## config.mk

```make
export PLATFORM = sky130hd
export DESIGN_NAME = ibex_lsu_resp_stage
export DESIGN_NICKNAME = d
export VERILOG_FILES = /design/src/rtl/ibex_pkg.sv /design/src/rtl/ibex_lsu_rdata_align.sv /design/src/rtl/ibex_lsu_resp_stage.sv
export SDC_FILE = /design/constraint.sdc
export NUM_CORES = 1
export LEC_CHECK = 0
export ABC_CLOCK_PERIOD_IN_PS = 6500
export BUFFER_PORTS_ARGS = -buffer_cell sky130_fd_sc_hd__buf_2
export CELL_PAD_IN_SITES_DETAIL_PLACEMENT = 1
export CELL_PAD_IN_SITES_GLOBAL_PLACEMENT = 1
export CORE_MARGIN = 2
export CORE_UTILIZATION = 43
export DETAILED_ROUTE_END_ITERATION = 12
export MAX_ROUTING_LAYER = met4
export PLACE_DENSITY = 0.86
export SLEW_MARGIN = 0
export SYNTH_ARGS = -nofsm -noshare
export SYNTH_HDL_FRONTEND = slang
export SYNTH_SLANG_ARGS = --single-unit
```

## constraint.sdc

```tcl
create_clock -name clk_i -period 6.5 [get_ports clk_i]
set_input_delay 0.65 -clock clk_i [delete_from_list [all_inputs] [get_ports clk_i]]
set_output_delay 0.65 -clock clk_i [all_outputs]
set_load 0.01 [all_outputs]
```

## src/rtl/ibex_pkg.sv

```systemverilog
// Shared load/store types and small helpers for the data-side LSU slice.
package ibex_pkg;

  typedef enum logic [1:0] {
    LS_WORD = 2'b00,
    LS_HALF = 2'b01,
    LS_BYTE = 2'b10
  } ls_size_e;

  function automatic logic [3:0] ls_size_mask(ls_size_e size);
    logic [3:0] mask;
    unique case (size)
      LS_WORD: mask = 4'b1111;
      LS_HALF: mask = 4'b0011;
      default: mask = 4'b0001;
    endcase
    return mask;
  endfunction

  function automatic logic ls_misaligned(ls_size_e size, logic [1:0] offset);
    logic mis;
    unique case (size)
      LS_WORD: mis = (offset != 2'b00);
      LS_HALF: mis = (offset == 2'b11);
      default: mis = 1'b0;
    endcase
    return mis;
  endfunction

endpackage

```

## src/rtl/ibex_lsu_rdata_align.sv

```systemverilog
// Merges the two halves of a split load, shifts the addressed bytes down and
// applies zero/sign extension for half-word and byte loads.
module ibex_lsu_rdata_align
  import ibex_pkg::*;
(
  input  logic [31:0] rdata_p1_i,
  input  logic [31:0] rdata_p2_i,
  input  logic        split_i,
  input  logic [1:0]  offset_i,
  input  logic [1:0]  size_i,
  input  logic        sign_ext_i,
  output logic [31:0] rdata_o
);

  logic [31:0] lo;
  logic [31:0] hi;
  logic [31:0] shifted;

  // Unsplit loads see the single bus word as both halves, i.e. a rotation.
  always_comb begin
    lo = split_i ? rdata_p1_i : rdata_p2_i;
    hi = rdata_p2_i;
    unique case (offset_i)
      2'd0:    shifted = lo;
      2'd1:    shifted = {hi[7:0],  lo[31:8]};
      2'd2:    shifted = {hi[15:0], lo[31:16]};
      default: shifted = {hi[23:0], lo[31:24]};
    endcase
  end

  always_comb begin
    unique case (ls_size_e'(size_i))
      LS_WORD: rdata_o = shifted;
      LS_HALF: rdata_o = {{16{sign_ext_i & shifted[15]}}, shifted[15:0]};
      default: rdata_o = {{24{sign_ext_i & shifted[7]}}, shifted[7:0]};
    endcase
  end

endmodule

```

## src/rtl/ibex_lsu_resp_stage.sv

```systemverilog
// Data-side load/store sequencer: bus handshake, misaligned splitting and
// formatted load/response delivery to writeback.
module ibex_lsu_resp_stage
  import ibex_pkg::*;
#(
  parameter bit SplitMisaligned = 1'b1
) (
  input  logic        clk_i,
  input  logic        rst_ni,
  input  logic        lsu_req_i,
  input  logic        lsu_we_i,
  input  logic [1:0]  lsu_size_i,
  input  logic        lsu_sign_ext_i,
  input  logic [31:0] lsu_addr_i,
  input  logic [31:0] lsu_wdata_i,
  output logic        data_req_o,
  input  logic        data_gnt_i,
  output logic [31:0] data_addr_o,
  output logic        data_we_o,
  output logic [3:0]  data_be_o,
  output logic [31:0] data_wdata_o,
  input  logic        data_rvalid_i,
  input  logic        data_err_i,
  input  logic [31:0] data_rdata_i,
  output logic [31:0] rf_wdata_lsu_o,
  output logic        rf_we_lsu_o,
  output logic        lsu_resp_valid_o,
  output logic        lsu_resp_err_o,
  output logic [31:0] addr_last_o,
  output logic        busy_o
);

  typedef enum logic [2:0] {
    IDLE,
    WAIT_GNT_MIS,
    WAIT_RVALID_MIS,
    WAIT_GNT,
    WAIT_RVALID
  } lsu_state_e;

  lsu_state_e  state_q;
  logic        we_q;
  logic        sign_ext_q;
  logic        mis_q;
  logic        err_q;
  logic        align_err_q;
  logic [1:0]  size_q;
  logic [31:0] addr_q;
  logic [31:0] wdata_q;
  logic [31:0] rdata_q;
  logic [31:0] addr_last_q;

  logic        idle;
  logic        cur_we;
  ls_size_e    cur_size;
  logic [31:0] cur_addr;
  logic [31:0] cur_wdata;
  logic        cur_mis;
  logic        part2;
  logic        final_rvalid;
  logic [7:0]  be_wide;
  logic [31:0] addr_aligned;
  logic [31:0] rdata_aligned;
  logic        resp_valid;
  logic        resp_err;
  logic        rf_we;

  // In IDLE the bus is driven straight from ID/EX; afterwards from the captured copy.
  always_comb begin
    idle      = (state_q == IDLE);
    cur_we    = idle ? lsu_we_i               : we_q;
    cur_size  = idle ? ls_size_e'(lsu_size_i) : ls_size_e'(size_q);
    cur_addr  = idle ? lsu_addr_i             : addr_q;
    cur_wdata = idle ? lsu_wdata_i            : wdata_q;
    cur_mis   = ls_misaligned(cur_size, cur_addr[1:0]);
  end

  always_comb begin
    part2 = (state_q == WAIT_RVALID_MIS) ||
            (((state_q == WAIT_GNT) || (state_q == WAIT_RVALID)) && mis_q);
    final_rvalid = (state_q == WAIT_RVALID) && data_rvalid_i;
  end

  always_comb begin
    unique case (state_q)
      IDLE:            data_req_o = lsu_req_i & ~(cur_mis & ~SplitMisaligned);
      WAIT_GNT_MIS,
      WAIT_GNT:        data_req_o = 1'b1;
      WAIT_RVALID_MIS: data_req_o = data_rvalid_i;
      default:         data_req_o = 1'b0;
    endcase
  end

  // The shifted 8-bit enable holds both parts: low nibble part 1, high nibble part 2.
  always_comb begin
    be_wide      = {4'b0000, ls_size_mask(cur_size)} << cur_addr[1:0];
    addr_aligned = {cur_addr[31:2], 2'b00};
    data_be_o    = part2 ? be_wide[7:4] : be_wide[3:0];
    data_addr_o  = part2 ? (addr_aligned + 32'd4) : addr_aligned;
    data_we_o    = cur_we;
    unique case (cur_addr[1:0])
      2'd0:    data_wdata_o = cur_wdata;
      2'd1:    data_wdata_o = {cur_wdata[23:0], cur_wdata[31:24]};
      2'd2:    data_wdata_o = {cur_wdata[15:0], cur_wdata[31:16]};
      default: data_wdata_o = {cur_wdata[7:0],  cur_wdata[31:8]};
    endcase
  end

  ibex_lsu_rdata_align u_rdata_align (
    .rdata_p1_i (rdata_q),
    .rdata_p2_i (data_rdata_i),
    .split_i    (mis_q),
    .offset_i   (addr_q[1:0]),
    .size_i     (size_q),
    .sign_ext_i (sign_ext_q),
    .rdata_o    (rdata_aligned)
  );

  always_comb begin
    resp_valid = align_err_q | final_rvalid;
    resp_err   = align_err_q | (final_rvalid & (err_q | data_err_i));
    rf_we      = resp_valid & ~we_q & ~resp_err;
  end

  assign lsu_resp_valid_o = resp_valid;
  assign lsu_resp_err_o   = resp_err;
  assign rf_we_lsu_o      = rf_we;
  assign rf_wdata_lsu_o   = rf_we ? rdata_aligned : '0;
  assign addr_last_o      = addr_last_q;
  assign busy_o           = ~idle;

  always_ff @(posedge clk_i or negedge rst_ni) begin
    if (!rst_ni) begin
      state_q     <= IDLE;
      we_q        <= 1'b0;
      sign_ext_q  <= 1'b0;
      mis_q       <= 1'b0;
      err_q       <= 1'b0;
      align_err_q <= 1'b0;
      size_q      <= '0;
      addr_q      <= '0;
      wdata_q     <= '0;
      rdata_q     <= '0;
      addr_last_q <= '0;
    end else begin
      align_err_q <= 1'b0;
      unique case (state_q)
        IDLE: begin
          if (lsu_req_i) begin
            we_q       <= lsu_we_i;
            sign_ext_q <= lsu_sign_ext_i;
            size_q     <= lsu_size_i;
            addr_q     <= lsu_addr_i;
            wdata_q    <= lsu_wdata_i;
            mis_q      <= cur_mis & SplitMisaligned;
            err_q      <= 1'b0;
            if (cur_mis && !SplitMisaligned) begin
              align_err_q <= 1'b1;
            end else if (data_gnt_i) begin
              addr_last_q <= lsu_addr_i;
              state_q     <= cur_mis ? WAIT_RVALID_MIS : WAIT_RVALID;
            end else begin
              state_q <= cur_mis ? WAIT_GNT_MIS : WAIT_GNT;
            end
          end
        end
        WAIT_GNT_MIS: begin
          if (data_gnt_i) begin
            addr_last_q <= addr_q;
            state_q     <= WAIT_RVALID_MIS;
          end
        end
        WAIT_RVALID_MIS: begin
          if (data_rvalid_i) begin
            rdata_q <= data_rdata_i;
            err_q   <= data_err_i;
            if (data_gnt_i) begin
              addr_last_q <= data_addr_o;
              state_q     <= WAIT_RVALID;
            end else begin
              state_q <= WAIT_GNT;
            end
          end
        end
        WAIT_GNT: begin
          if (data_gnt_i) begin
            addr_last_q <= mis_q ? data_addr_o : addr_q;
            state_q     <= WAIT_RVALID;
          end
        end
        WAIT_RVALID: begin
          if (data_rvalid_i) begin
            state_q <= IDLE;
          end
        end
        default: state_q <= IDLE;
      endcase
    end
  end

  always_ff @(posedge clk_i) begin
    if (rst_ni) begin
      assert (!(lsu_req_i && !idle))
        else $error("lsu_req_i asserted while busy");
      assert (!(data_rvalid_i &&
                (state_q inside {IDLE, WAIT_GNT, WAIT_GNT_MIS})))
        else $error("data_rvalid_i without outstanding transaction");
      assert ($onehot0({resp_valid & rf_we,
                        data_req_o & resp_valid & ~part2}))
        else $error("response and new request overlap");
    end
  end

endmodule

```

## Word-level counts from Yosys, hierarchy flattened

Index checks and enable logic that the tools add are counted.
W data, S select, Z words.

- Output and inout bits: 138
- Logic and storage cells: 92
- Bits in registers: 137

- Shift operators: 1
- $add $sub $neg: 1
- Reductions and logical operators: 18
- Bitwise operators: 9
- Eq/ne operators: 18
- Multiplexer cells: 35

Operators by type and width:

| operator | number |
|---|---|
| $mux W32 | 12 |
| $pmux W32 S3 | 2 |
| $pmux W32 S4 | 1 |
| $pmux W32 S2 | 1 |
| $add A32 B3 Y32 const B | 1 |
| $mux W3 | 8 |
| $pmux W3 S5 | 1 |
| $ne A2 B2 Y1 const B | 7 |
| $eq A2 B1 Y1 const B | 4 |
| $logic_not A2 Y1 | 4 |
| $pmux W4 S2 | 1 |
| $shl A4 B2 Y8 | 1 |
| $reduce_and A7 Y1 | 1 |
| $eq A2 B2 Y1 const B | 3 |
| $eq A3 B2 Y1 const B | 2 |
| $and A1 B1 Y1 | 5 |
| $reduce_and A5 Y1 | 1 |
| $mux W2 | 2 |
| $mux W4 | 1 |
| $pmux W1 S2 | 2 |
| $reduce_and A2 Y1 | 2 |
| $reduce_bool A2 Y1 | 2 |
| $reduce_bool A4 Y1 | 1 |
| $eq A3 B1 Y1 const B | 1 |
| other kinds (10) | 16 |

## Logic depth before layout (Yosys ltp)

Gate-level depths: netlist of run 1.

- Word-level depth: 8
- Gate-level depth with buffers: 15
- Mapped depth without buffers: 11

## Hierarchy

Synthesis of run 1 repeated with hierarchy kept, for this count alone.

- Cell total of the unflattened synthesis: 1228
- Area total of the unflattened synthesis: 10543.9 um2

Modules (own cells, without submodules):

| module | area each (um2) | seq. area each (um2) | cells an instance | times used |
|---|---|---|---|---|
| ibex_lsu_resp_stage | 9057.4 | 3428.3 | 1077 | 1 |
| ibex_lsu_rdata_align | 1486.4 | 0.0 | 151 | 1 |

## Least setup slack after synthesis of run 1

No wires, ideal clock.

- Path type: flip-flop to output port
- Start point: register state_q[1]
- End point: output data_addr_o[20]
- Buffers on the path: 4
- Setup slack: 2.734 ns
- Stages on the path, launching flop included: 14
- Required time: 5.850 ns
- Arrival time: 3.116 ns
- Path through: dfrtp_1 -> buf_4 -> nor3_4 -> buf_2 -> buf_2 -> clkbuf_1 -> nand2_1 -> nand2_1 -> ha_1 -> nand3_1 -> or4_1 -> nor4_1 -> xnor2_1 -> a21oi_1

- Cells in the longest elaborated chain, start to end: 5
- Elaborated cells on any way between the ends: 10
- Those cells by class: 1 x add/sub; 3 x eq/ne; 2 x mux; 4 x reduce/logical

RTL lines:

| what | RTL line | text |
|---|---|---|
| start, declared | ibex_lsu_resp_stage.sv:41 | `lsu_state_e state_q;` |
| start signal, assigned | ibex_lsu_resp_stage.sv:161 | `state_q <= cur_mis ? WAIT_RVALID_MIS : WAIT_RVALID;` |
| start signal, assigned | ibex_lsu_resp_stage.sv:163 | `state_q <= cur_mis ? WAIT_GNT_MIS : WAIT_GNT;` |
| branches (longest 4 deep; another with $add A32 B3 Y32) | - |  |
| $mux W32 (*) | ibex_lsu_resp_stage.sv:99 | `data_addr_o = part2 ? (addr_aligned + 32'd4) : addr_aligned;` |
| end, declared | ibex_lsu_resp_stage.sv:18 | `output logic [31:0] data_addr_o,` |

Mark *: on every way between the ends.

## Worst setup path after layout of run 1

Same ends and word-level chain as after synthesis.

==> results by group, run 1 <==
Clock network
  – Clock Latency Late Sink: ~430 ps
  – Max Buffers Root-to-Sink: 2
  – Post_cts resized: 0
  – Post-CTS Setup Repair Bufs: 0
  – CTS tree: built
  – Root buffer cell: clkbuf_16
  – Clk sink count: 137
  – CTS Hold Bufs: 0
  – H-tree depth: 4
  – TritonCTS Buffers: 17
  – Clock slew at reported path FFs: 60 ps

Logic synthesis
  – Seq/Total Area, Yosys: between 30% and 40%
  – Avg Synthesized Cell Area: just under 8 um2
  – EDFF count, synth: 0
  – Predominant post-synthesis flop cell: dfrtp_1
  – Synth unique cells: 67
  – Mapped Cells: 1277
  – Synth async-reset ratio: between 90% and 100%
  – #FFs+latches synth: around 140
  – Yosys warns: 0
  – Synthesized area: 0.0102 mm2

Place
  – Hpwl dp: ~26 mm
  – IO Port Bufs: ~240
  – DP Worst Slack: around 2000 ps
  – Routability Congestion: around 0.9

Worst setup path
  – CP cell instances: nor3_4 -> buf_4 -> mux2_2 -> ha_1 -> nand3_1 -> or4_1 -> nor4_1 -> xnor2_1 -> a21oi_1 -> buf_2
  – Worst path required time: around 5900 ps
  – Worst-path fanout max: 67
  – Buffer and inverter count on the worst path: 2
  – Crit path kind: reg -> out
  – Crit path largest cell delay: roughly 700 ps
  – Critical Path Start Type: flop
  – Crit path arrival time: between 4000 and 5000 ps
  – R2R setup slack: between 2000 and 2500 ps
  – Crit-path leading delay family: simple AND/OR/NAND/NOR gates
  – CP Capture Type: output pin
  – CP max stage cell: dfrtp_1

Run
  – Number of max-cap violations: 0

GRT
  – Largest net degree at the start of global routing: 89
  – Overall Global Routing Usage: 30.7%
  – Initial antenna violation count: 4
  – First-pass GRT wire length: slightly below 60 mm
  – Congestion Overflow GR: 0
  – Vias in the first global route: between 10000 and 15000

Route
  – First-pass iteration count of the detailed router: 6
  – Wire length per cell: between 20 and 25 um
  – Vias/cell: around 5.9
  – Residual DRC count: 0
  – Vias: around 11000
  – Final wirelength: between 30 and 40 mm
  – Post-route ant nets: 0
  – Drt first-iter violations: a little over 700

STA
  – Relative slew slack: approximately 28%
  – Final setup fails: 0
  – Final worst setup slack: between 1500 and 2000 ps
  – Total negative slack: 0 ps
  – Final worst path period share: 76.8%
  – Hold_ws: around 280 ps
  – Measured slew at the worst slew-check pin: between 1000 and 1500 ps
  – Crit path time final: approximately 5000 ps
  – Clk_skew: approximately 10 ps
  – Slew Limit Fails: 0
  – RSZ-0062 raised after global routing: no
  – Final hold viol count: 0
  – Max Fclk: about 200 MHz

Die
  – Die H: around 160 um
  – I/O pins: 244
  – Row Count: 56
  – Die X: approximately 160 um
  – Starting Density: roughly 44%
  – Core box area: between 0.02 and 0.025 mm2
  – Die Footprint: approximately 0.025 mm2

Power and ir drop
  – Max VDD drop: slightly above 0.0003 V
  – Leakage: between 5 and 6 nW
  – Pwr per Cell Area: between 500 and 600 mW/mm2

Hold path
  – HP Class: in -> async

Outcome
  – Status: complete, no violations

Layout
  – Final #Nets: around 1600
  – Layout cells sized above 1: 26.3%
  – Synth-to-layout area growth: 19.6%
## per-stage QoR
stage,util [%],total power [mW],instances,cell area (um2)
4_1_cts,52.1,6.68,1783,12100
2_1_floorplan,-,4.20,1278,10200
5_1_grt,52.1,7.13,1787,12200
6_report,52.1,6.68,1788,12200
3_3_place_gp,49.4,5.39,1753,11500
3_5_place_dp,49.4,5.55,1753,11500
## layout by cell type (no fill, tap or decap), types with 7 or more instances in the layout
cell type    n
o31ai_1      7
clkbuf_16   17
and3_1       7
o22ai_1      7
mux2_2      79
nand2_1    297
o21ai_0     75
a21o_1       8
or3_1       12
nor3_1      30
mux2i_1    101
dfrtp_1    135
nand4_1     15
a21oi_1     87
buf_2      240
xor2_1      11
nor2_1     108
nand3_1     22
xnor2_1     17
o211ai_1    41
inv_1       11
a211oi_1    10
nor2b_1     10
buf_4       18
## flip-flops by register name, indices dropped and copies added, names as in the netlist, 2 cells and up
name	flops
addr_last_o	32
addr_q	32
rdata_q	32
size_q	2
state_q	3
wdata_q	32
## logic make-up after synthesis
family,share of synthesized area (%)
DFF,33.7
AOI/OAI and AO/OA,17.7
xor gates and xnor gates,2.41
adders and majority gates,0.246
buffers and inverters,4.63
and+or+nand+nor,22.0
other,0.0369
muxes,19.2
## report_power, final
| part | internal [mW] | switching, mW | total (mW) | leakage (nW) |
|---|---|---|---|---|
| combinational | 1.47 | 2.40 | 3.87 | 3.70 |
| sequential | 1.27 | 0.466 | 1.73 | 1.67 |
| clock | 0.679 | 0.394 | 1.07 | 0.301 |
## cell usage after synthesis, drive strengths merged, types with 8 or more instances
master | n | area (um2)
xor2 | 11 | 96.3
or3 | 12 | 75.1
a211oi | 10 | 75.1
nand2 | 298 | 1120
dfrtp | 137 | 3430
nor2 | 108 | 405
a21oi | 87 | 435
xnor2 | 17 | 149
inv | 13 | 48.8
nor2b | 10 | 62.6
a21o | 8 | 60.1
nor3 | 31 | 166
o21ai | 77 | 385
nand3 | 22 | 110
mux2 | 79 | 890
clkbuf | 67 | 253
nand4 | 15 | 93.8
o211ai | 41 | 308
buf | 36 | 169
mux2i | 102 | 1020
## final timing paths
| kind | cells after the start | start | end |
|---|---|---|---|
| worst max-delay path | 10 | state_q[1] | data_addr_o[20] |
| worst min-delay path | 1 | rst_ni | addr_q[11] |
| worst max register to register | 10 | state_q[1] | state_q[1] |
| worst min register to register | 1 | addr_last_o[5] | addr_last_o[5] |
| max in group asynchronous | 2 | rst_ni | rdata_q[23] |
| min in group clk_i | 3 | lsu_sign_ext_i | sign_ext_q |
## layout make-up
cell class | instances | area, um2
sequential | 137 | 3430
antenna | 5 | 12.5
clock inverter | 7 | 140
timing repair buffer | 259 | 1350
clock buffer | 23 | 488
inverter | 13 | 50.0
fill | 2907 | 11200
tap | 319 | 399
multi-input combinational | 1025 | 6290
## metal layers
layer  vias up  global-route usage (%)  wire length (um)
met4         0                    12.6              1250
li1       4871                       -                 -
met2       354                    48.3             17900
met1      5249                    39.5             16400
met3        94                    4.82              1890
met5         -                       -                 0
No activity file was read; power rests on OpenSTA's default activity.
==> run 2, diff against run 1 <==
Settings changed: ABC_CLOCK_PERIOD_IN_PS 6500 to 5200, CORE_UTILIZATION 43 to 40, PLACE_DENSITY 0.86 to 0.81.
Clock period 6.5 ns to 5.2 ns, I/O delays scaled along.
==> run 2 against run 1 <==
The flow now finishes with violations (negative hold slack). Flip-flop and latch count unchanged. Die area up 7.3%. Largest cell class unchanged. Total power up 22%. Clock power up 8%. Largest power group unchanged. Wire length down 2.0%. First-iteration DRC count up 2.7%. Non-clock buffer count up 6. Sequential share of layout area up 0.064 points. Combinational power up 24%. Sequential power up 25%. Clock-buffer cell count down 1.
==> results by group, run 2 (synthesis gave the netlist of run 1 again) <==
Layout
  – Commonest non-fill, non-tap cell in the layout: nand2_1
  – # fillers: 3128 (+7.6%)
  – Final non-filler cell total: 1803 (+0.84%)
  – Area occupied by multi-input gates: 0.00630 mm2 (+0.14%)
  – Layout cells sized above 1: 26.7% (+0.37 points)
  – Final #Nets: 1567 (+0.38%)
  – Commonest non-fill, non-tap cells in the layout: nand2_1, buf_2, dfrtp_1
  – Post-layout util: 48.5% (-3.7 points)
  – Register area: 0.00343 mm2 (unchanged)
  – Cell area after layout: 0.0121 mm2 (-0.23%)
  – Synth-to-layout area growth: 19.4%

Route
  – Final wirelength: 36.7 mm (-2.0%)
  – Residual DRC count: 0 (unchanged)
  – Wire length per cell: 20.4 um (-2.8%)
  – Drt first-iter violations: 735 (+2.7%)
  – First-pass iteration count of the detailed router: 5 (-1)
  – Vias: 10400 (-1.7%)
  – Vias/cell: 5.76 (-2.6%)
  – Post-route ant nets: 0 (unchanged)

Power and ir drop
  – NetSw: 4.02 mW (+24%)
  – Max VDD drop: 0.000363 V (+17%)
  – Pint: 4.12 mW (+20%)
  – Pwr per Cell Area: 671 mW/mm2 (+22%)
  – Clk pwr share: 14.2% (-1.9 points)
  – Combinational power share: 59.1% (+1.1 points)
  – Leakage: 5.66 nW (-0.17%)
  – Sw frac: 49.4% (+0.64 points)
  – Sequential share of power: 26.7% (+0.7 points)

Clock network
  – Clock Latency Late Sink: 430 ps (about the same)
  – Max Buffers Root-to-Sink: 2 (unchanged)
  – Clock slew at reported path FFs: 60 ps (about the same)
  – CTS Hold Bufs: 0 (unchanged)
  – Clk sink count: 137 (unchanged)
  – Post_cts resized: 0 (unchanged)
  – CTS tree: built
  – Root buffer cell: clkbuf_16
  – TritonCTS Buffers: 17 (unchanged)
  – H-tree depth: 4 (unchanged)
  – Post-CTS Setup Repair Bufs: 0 (unchanged)

STA
  – RSZ-0062 raised after global routing: no
  – Total negative slack: 0 ps (unchanged)
  – Clk_skew: 11.1 ps (+1.40 ps)
  – Hold_ws: -5.92 ps (-287 ps)
  – Relative slew slack: 26.5% (-1.7 points)
  – Slew Limit Fails: 0 (unchanged)
  – Measured slew at the worst slew-check pin: 1100 ps (+20.7 ps)
  – Crit path time final: about 4400 ps
  – Final hold viol count: 3 (+3)
  – Final worst path period share: about 84%
  – Final setup fails: 0 (unchanged)
  – Max Fclk: approximately 230 MHz

Die
  – Core box area: 0.0250 mm2 (+7.3%)
  – Die Footprint: 0.0267 mm2 (+7.3%)
  – I/O pins: 244 (unchanged)
  – Starting Density: 40.6% (-3.0 points)
  – Die H: 163 um (+3.6%)
  – Row Count: 58 (+3.6%)
  – Die X: 163 um (+3.6%)

Worst setup path
  – CP Capture Type: output pin
  – Worst-path fanout max: 41 (-39%)
  – CP cell instances: nor3_4 -> buf_4 -> nand2_1 -> nand2_1 -> ha_1 -> nand3_1 -> or4_1 -> nor4_1 -> xnor2_1 -> a21oi_1 -> buf_2
  – Buffer and inverter count on the worst path: 2 (unchanged)
  – Crit path largest cell delay: 600 ps (-110 ps)
  – Worst path required time: 4680 ps (-1170 ps)
  – Most used cell, CP: nand2_1
  – Crit path arrival time: 3840 ps (-500 ps)
  – Crit-path leading delay family: simple AND/OR/NAND/NOR gates
  – Critical Path Start Type: flop
  – CP max stage cell: dfrtp_1
  – Crit path kind: reg -> out

GRT
  – Largest net degree at the start of global routing: 69 (-22%)
  – Congestion Overflow GR: 0 (unchanged)
  – Met3 usage: 5.43% (+0.62 points)
  – Met2 usage: 44.9% (-3.4 points)
  – Met1 usage: 36.4% (-3.1 points)
  – GR peak layer: met2
  – First-pass GRT wire length: 57.7 mm (-1.3%)
  – Vias in the first global route: 10600 (-2.1%)
  – Initial antenna violation count: 3 (-1)
  – Overall Global Routing Usage: 28.2% (-2.5 points)

Place
  – Placed cell areas: 0.0116 mm2 (+0.59%)
  – Cells after DPL: 1770 (+0.97%)
  – Routability Congestion: 0.897 (+2.1%)
  – Hpwl dp: 25.7 mm (+0.83%)
  – IO Port Bufs: 241 (unchanged)

Outcome
  – Failing checks: negative hold slack
  – Status: complete, but fails checks

Hold path
  – HP Class: in -> async

Run
  – Number of max-cap violations: 0 (unchanged)
[run 2: cell count changes in the layout (fill, tap and decap cells not counted), sizes merged]
cell / change
clkinv: +4
diode: -2
bufinv: -3
buf: +6
clkbuf: -1
[run 2: layout make-up]
class                   instances  share of cell area (%)
flip-flops and latches        137                    28.3
inverters                      13                   0.413
clock inverters                 8                   0.609
clock buffers                  22                    3.83
well taps                     330                    3.40
multi-input cells            1025                    51.9
repair buffers                265                    11.5
diodes                          3                  0.0619
[run 2: path summary, 6_finish.rpt]
kind / startpoint / endpoint / slack, ps / cells after the start
max in group asynchronous: rst_ni / addr_q[0] / 4100 / 2
worst min-delay path: rst_ni / addr_last_o[13] / -6 / 1
worst max register to register: state_q[0] / state_q[1] / 1640 / 10
worst min register to register: addr_last_o[10] / addr_last_o[10] / 480 / 1
min in group clk_i: lsu_sign_ext_i / sign_ext_q / 290 / 3
worst max-delay path: state_q[0] / data_addr_o[20] / 840 / 11
[run 2: layer usage]
layer / part of all wire, % / wire, um
met1: 44 / 16300
met2: 47 / 17400
met3: 6.1 / 2260
met4: 2.0 / 718
met5: 0 / 0
[run 2: power groups by stage]
stage	registers [mW]	logic (mW)	clock network (mW)
global placement	2.14	4.65	0
floorplan	1.93	3.32	0
finish	2.17	4.81	1.16
CTS	2.16	4.81	1.18
global route	2.25	5.27	1.23
detailed placement	2.17	4.78	0
[run 2: per-stage QoR]
step / power [mW] / setup WS, ps
after detailed placement: 6.95 / 1310
after global routing: 8.75 / 632
final: 8.14 / 842
after floorplan: 5.25 / 1560
after global placement: 6.80 / 1470
after CTS: 8.15 / 846
[run 2: worst reg2reg max path: cells and delay by family (launching register included)]
family	cells	cell delay [ps]
and+or+nand+nor	5	770
DFF	1	600
adders and majority gates	1	320
AOI/OAI and AO/OA	1	400
muxes	1	710
buffers and inverters	2	620
==> run 3, diff against run 2 <==
Settings changed: ABC_CLOCK_PERIOD_IN_PS 5200 to 4130.
Clock period 5.2 ns to 4.13 ns, I/O delays scaled along.
==> run 3 against run 2 <==
The flow now finishes without violations. Flip-flop and latch count stayed put. Hold slack better by 37 ps. Cell count is 0.44% higher. Sequential power is 23% higher. Clock power is 33% higher. Total power is 27% higher. Combinational power is 28% higher. Core utilization is 0.37 points higher. Die area stayed put. Global-route usage is 0.087 points higher. Via count is 0.21% higher. Critical path type unchanged. Critical endpoint is now data_addr_o[25].
==> results by group, run 3 (synthesis gave the netlist of run 1 again) <==
Worst setup path
  – CP Capture Type: output pin
  – Worst path required time: 3720 ps (-960 ps)
  – Critical Path Start Type: flop
  – Worst-path fanout max: 24 (-41%)
  – Crit path arrival time: 3320 ps (-520 ps)
  – Crit path kind: reg -> out

Route
  – Vias: 10400 (+0.21%)
  – Vias/cell: 5.75 (-0.23%)
  – Residual DRC count: 0 (unchanged)
  – Final wirelength: 36.7 mm (-0.17%)
  – Drt first-iter violations: 688 (-6.4%)
  – Wire length per cell: 20.2 um (-0.61%)
  – Post-route ant nets: 0 (unchanged)
  – First-pass iteration count of the detailed router: 8 (+3)

Clock network
  – Root buffer cell: clkbuf_16
  – Clock Latency Late Sink: 430 ps (about the same)
  – CTS tree: built
  – Clock slew at reported path FFs: 60 ps (about the same)
  – Clk sink count: 137 (unchanged)
  – H-tree depth: 4 (unchanged)
  – CTS Hold Bufs: 0 (unchanged)
  – TritonCTS Buffers: 17 (unchanged)
  – Post-CTS Setup Repair Bufs: 0 (unchanged)
  – Max Buffers Root-to-Sink: 2 (unchanged)
  – Post_cts resized: 0 (unchanged)

STA
  – Crit path time final: around 3700 ps
  – Measured slew at the worst slew-check pin: 1280 ps (+179 ps)
  – Hold_ws: 30.9 ps (+36.8 ps)
  – Relative slew slack: 14.3% (-12 points)
  – Slew Limit Fails: 0 (unchanged)
  – Final worst path period share: 90.5%
  – Final worst setup slack: 394 ps (-448 ps)
  – Clk_skew: 10.1 ps (-1.02 ps)
  – Final hold viol count: 0 (-3)
  – Max Fclk: around 270 MHz
  – Total negative slack: 0 ps (unchanged)
  – RSZ-0062 raised after global routing: no
  – Final setup fails: 0 (unchanged)

Die
  – Row Count: 58 (unchanged)
  – Starting Density: 40.6% (unchanged)
  – Die Footprint: 0.0267 mm2 (unchanged)
  – I/O pins: 244 (unchanged)
  – Die H: 163 um (unchanged)
  – Core box area: 0.0250 mm2 (unchanged)
  – Die X: 163 um (unchanged)

Place
  – Hpwl dp: 25.8 mm (about the same)
  – Routability Congestion: 0.883 (-1.5%)
  – Placed cell areas: 0.0116 mm2 (+0.37%)
  – IO Port Bufs: 241 (unchanged)
  – Cells after DPL: 1774 (+0.23%)
  – DP Worst Slack: 909 ps (-400 ps)

Layout
  – Cell area after layout: 0.0122 mm2 (+0.77%)
  – Commonest non-fill, non-tap cells in the layout: nand2_1, buf_2, dfrtp_1
  – # fillers: 3141 (+0.42%)
  – Final non-filler cell total: 1811 (+0.44%)
  – Final #Nets: 1571 (+0.26%)
  – Commonest non-fill, non-tap cell in the layout: nand2_1
  – Layout cells sized above 1: 27.2% (+0.50 points)
  – Synth-to-layout area growth: 20.3%
  – Post-layout util: 48.8% (+0.37 points)

Outcome
  – Status: complete, no violations

Power and ir drop
  – Pwr per Cell Area: 848 mW/mm2 (+26%)
  – Leakage: 5.71 nW (+0.81%)
  – Max VDD drop: 0.000397 V (+9.4%)
  – Total power: 10.4 mW (+27%)

GRT
  – Congestion Overflow GR: 0 (unchanged)
  – Vias in the first global route: 10600 (-0.43%)
  – Overall Global Routing Usage: 28.3% (+0.087 points)
  – First-pass GRT wire length: 58.0 mm (+0.51%)
  – Largest net degree at the start of global routing: 89 (+29%)
  – Initial antenna violation count: 4 (+1)

Run
  – Number of max-cap violations: 0 (unchanged)

Hold path
  – HP Class: in -> async
-- run 3: cell types whose count changed in the layout (fill, tap and decap cells not counted), sizes merged --
| cell | change |
|---|---|
| clkinvlp | +1 |
| diode | +2 |
| buf | +4 |
| clkinv | -1 |
| inv | +2 |
-- run 3: final timing paths --
| path | from | depth (start not counted) | slack, ps | to |
|---|---|---|---|---|
| hold reg to reg | addr_last_o[11] | 2 | 470 | addr_last_o[11] |
| max in group asynchronous | rst_ni | 2 | 3160 | addr_last_o[24] |
| min in group clk_i | lsu_sign_ext_i | 3 | 190 | sign_ext_q |
| setup / recovery | state_q[1] | 7 | 390 | data_addr_o[25] |
| setup reg to reg | state_q[1] | 9 | 1130 | addr_last_o[18] |
| hold / removal | rst_ni | 1 | 30 | addr_q[13] |
-- run 3: critical path: stages (launching register included) --
cell and delay [ps]:
dfrtp_1 390, buf_4 300, nor2b_1 410, a32o_1 480, o2111ai_2 500, or3_1 510
and2_1 160, buf_2 130
-- run 3: area by class of cell --
class                   instances  area [um2]  share of cell area (%)
well taps                     330         413                    3.38
diodes                          5        12.5                   0.102
repair buffers                269        1440                    11.7
flip-flops and latches        137        3430                    28.1
inverters                      13        50.0                   0.409
clock buffers                  22         494                    4.04
multi-input cells            1025        6300                    51.5
clock inverters                10        90.1                   0.737
-- run 3: per-layer routing --
metal / share of wire, % / up-vias / GRT usage [%]
met1: 44 / 5143 / 37.2
met2: 47 / 304 / 43.9
li1: - / 4896 / -
met5: 0 / - / -
met4: 2.5 / 0 / 9.37
met3: 5.9 / 63 / 5.43
-- run 3: power breakdown --
group          internal [mW]  switching, mW
registers               2.00          0.658
clock network          0.909          0.632
logic                   2.37           3.81
total                   5.28           5.10
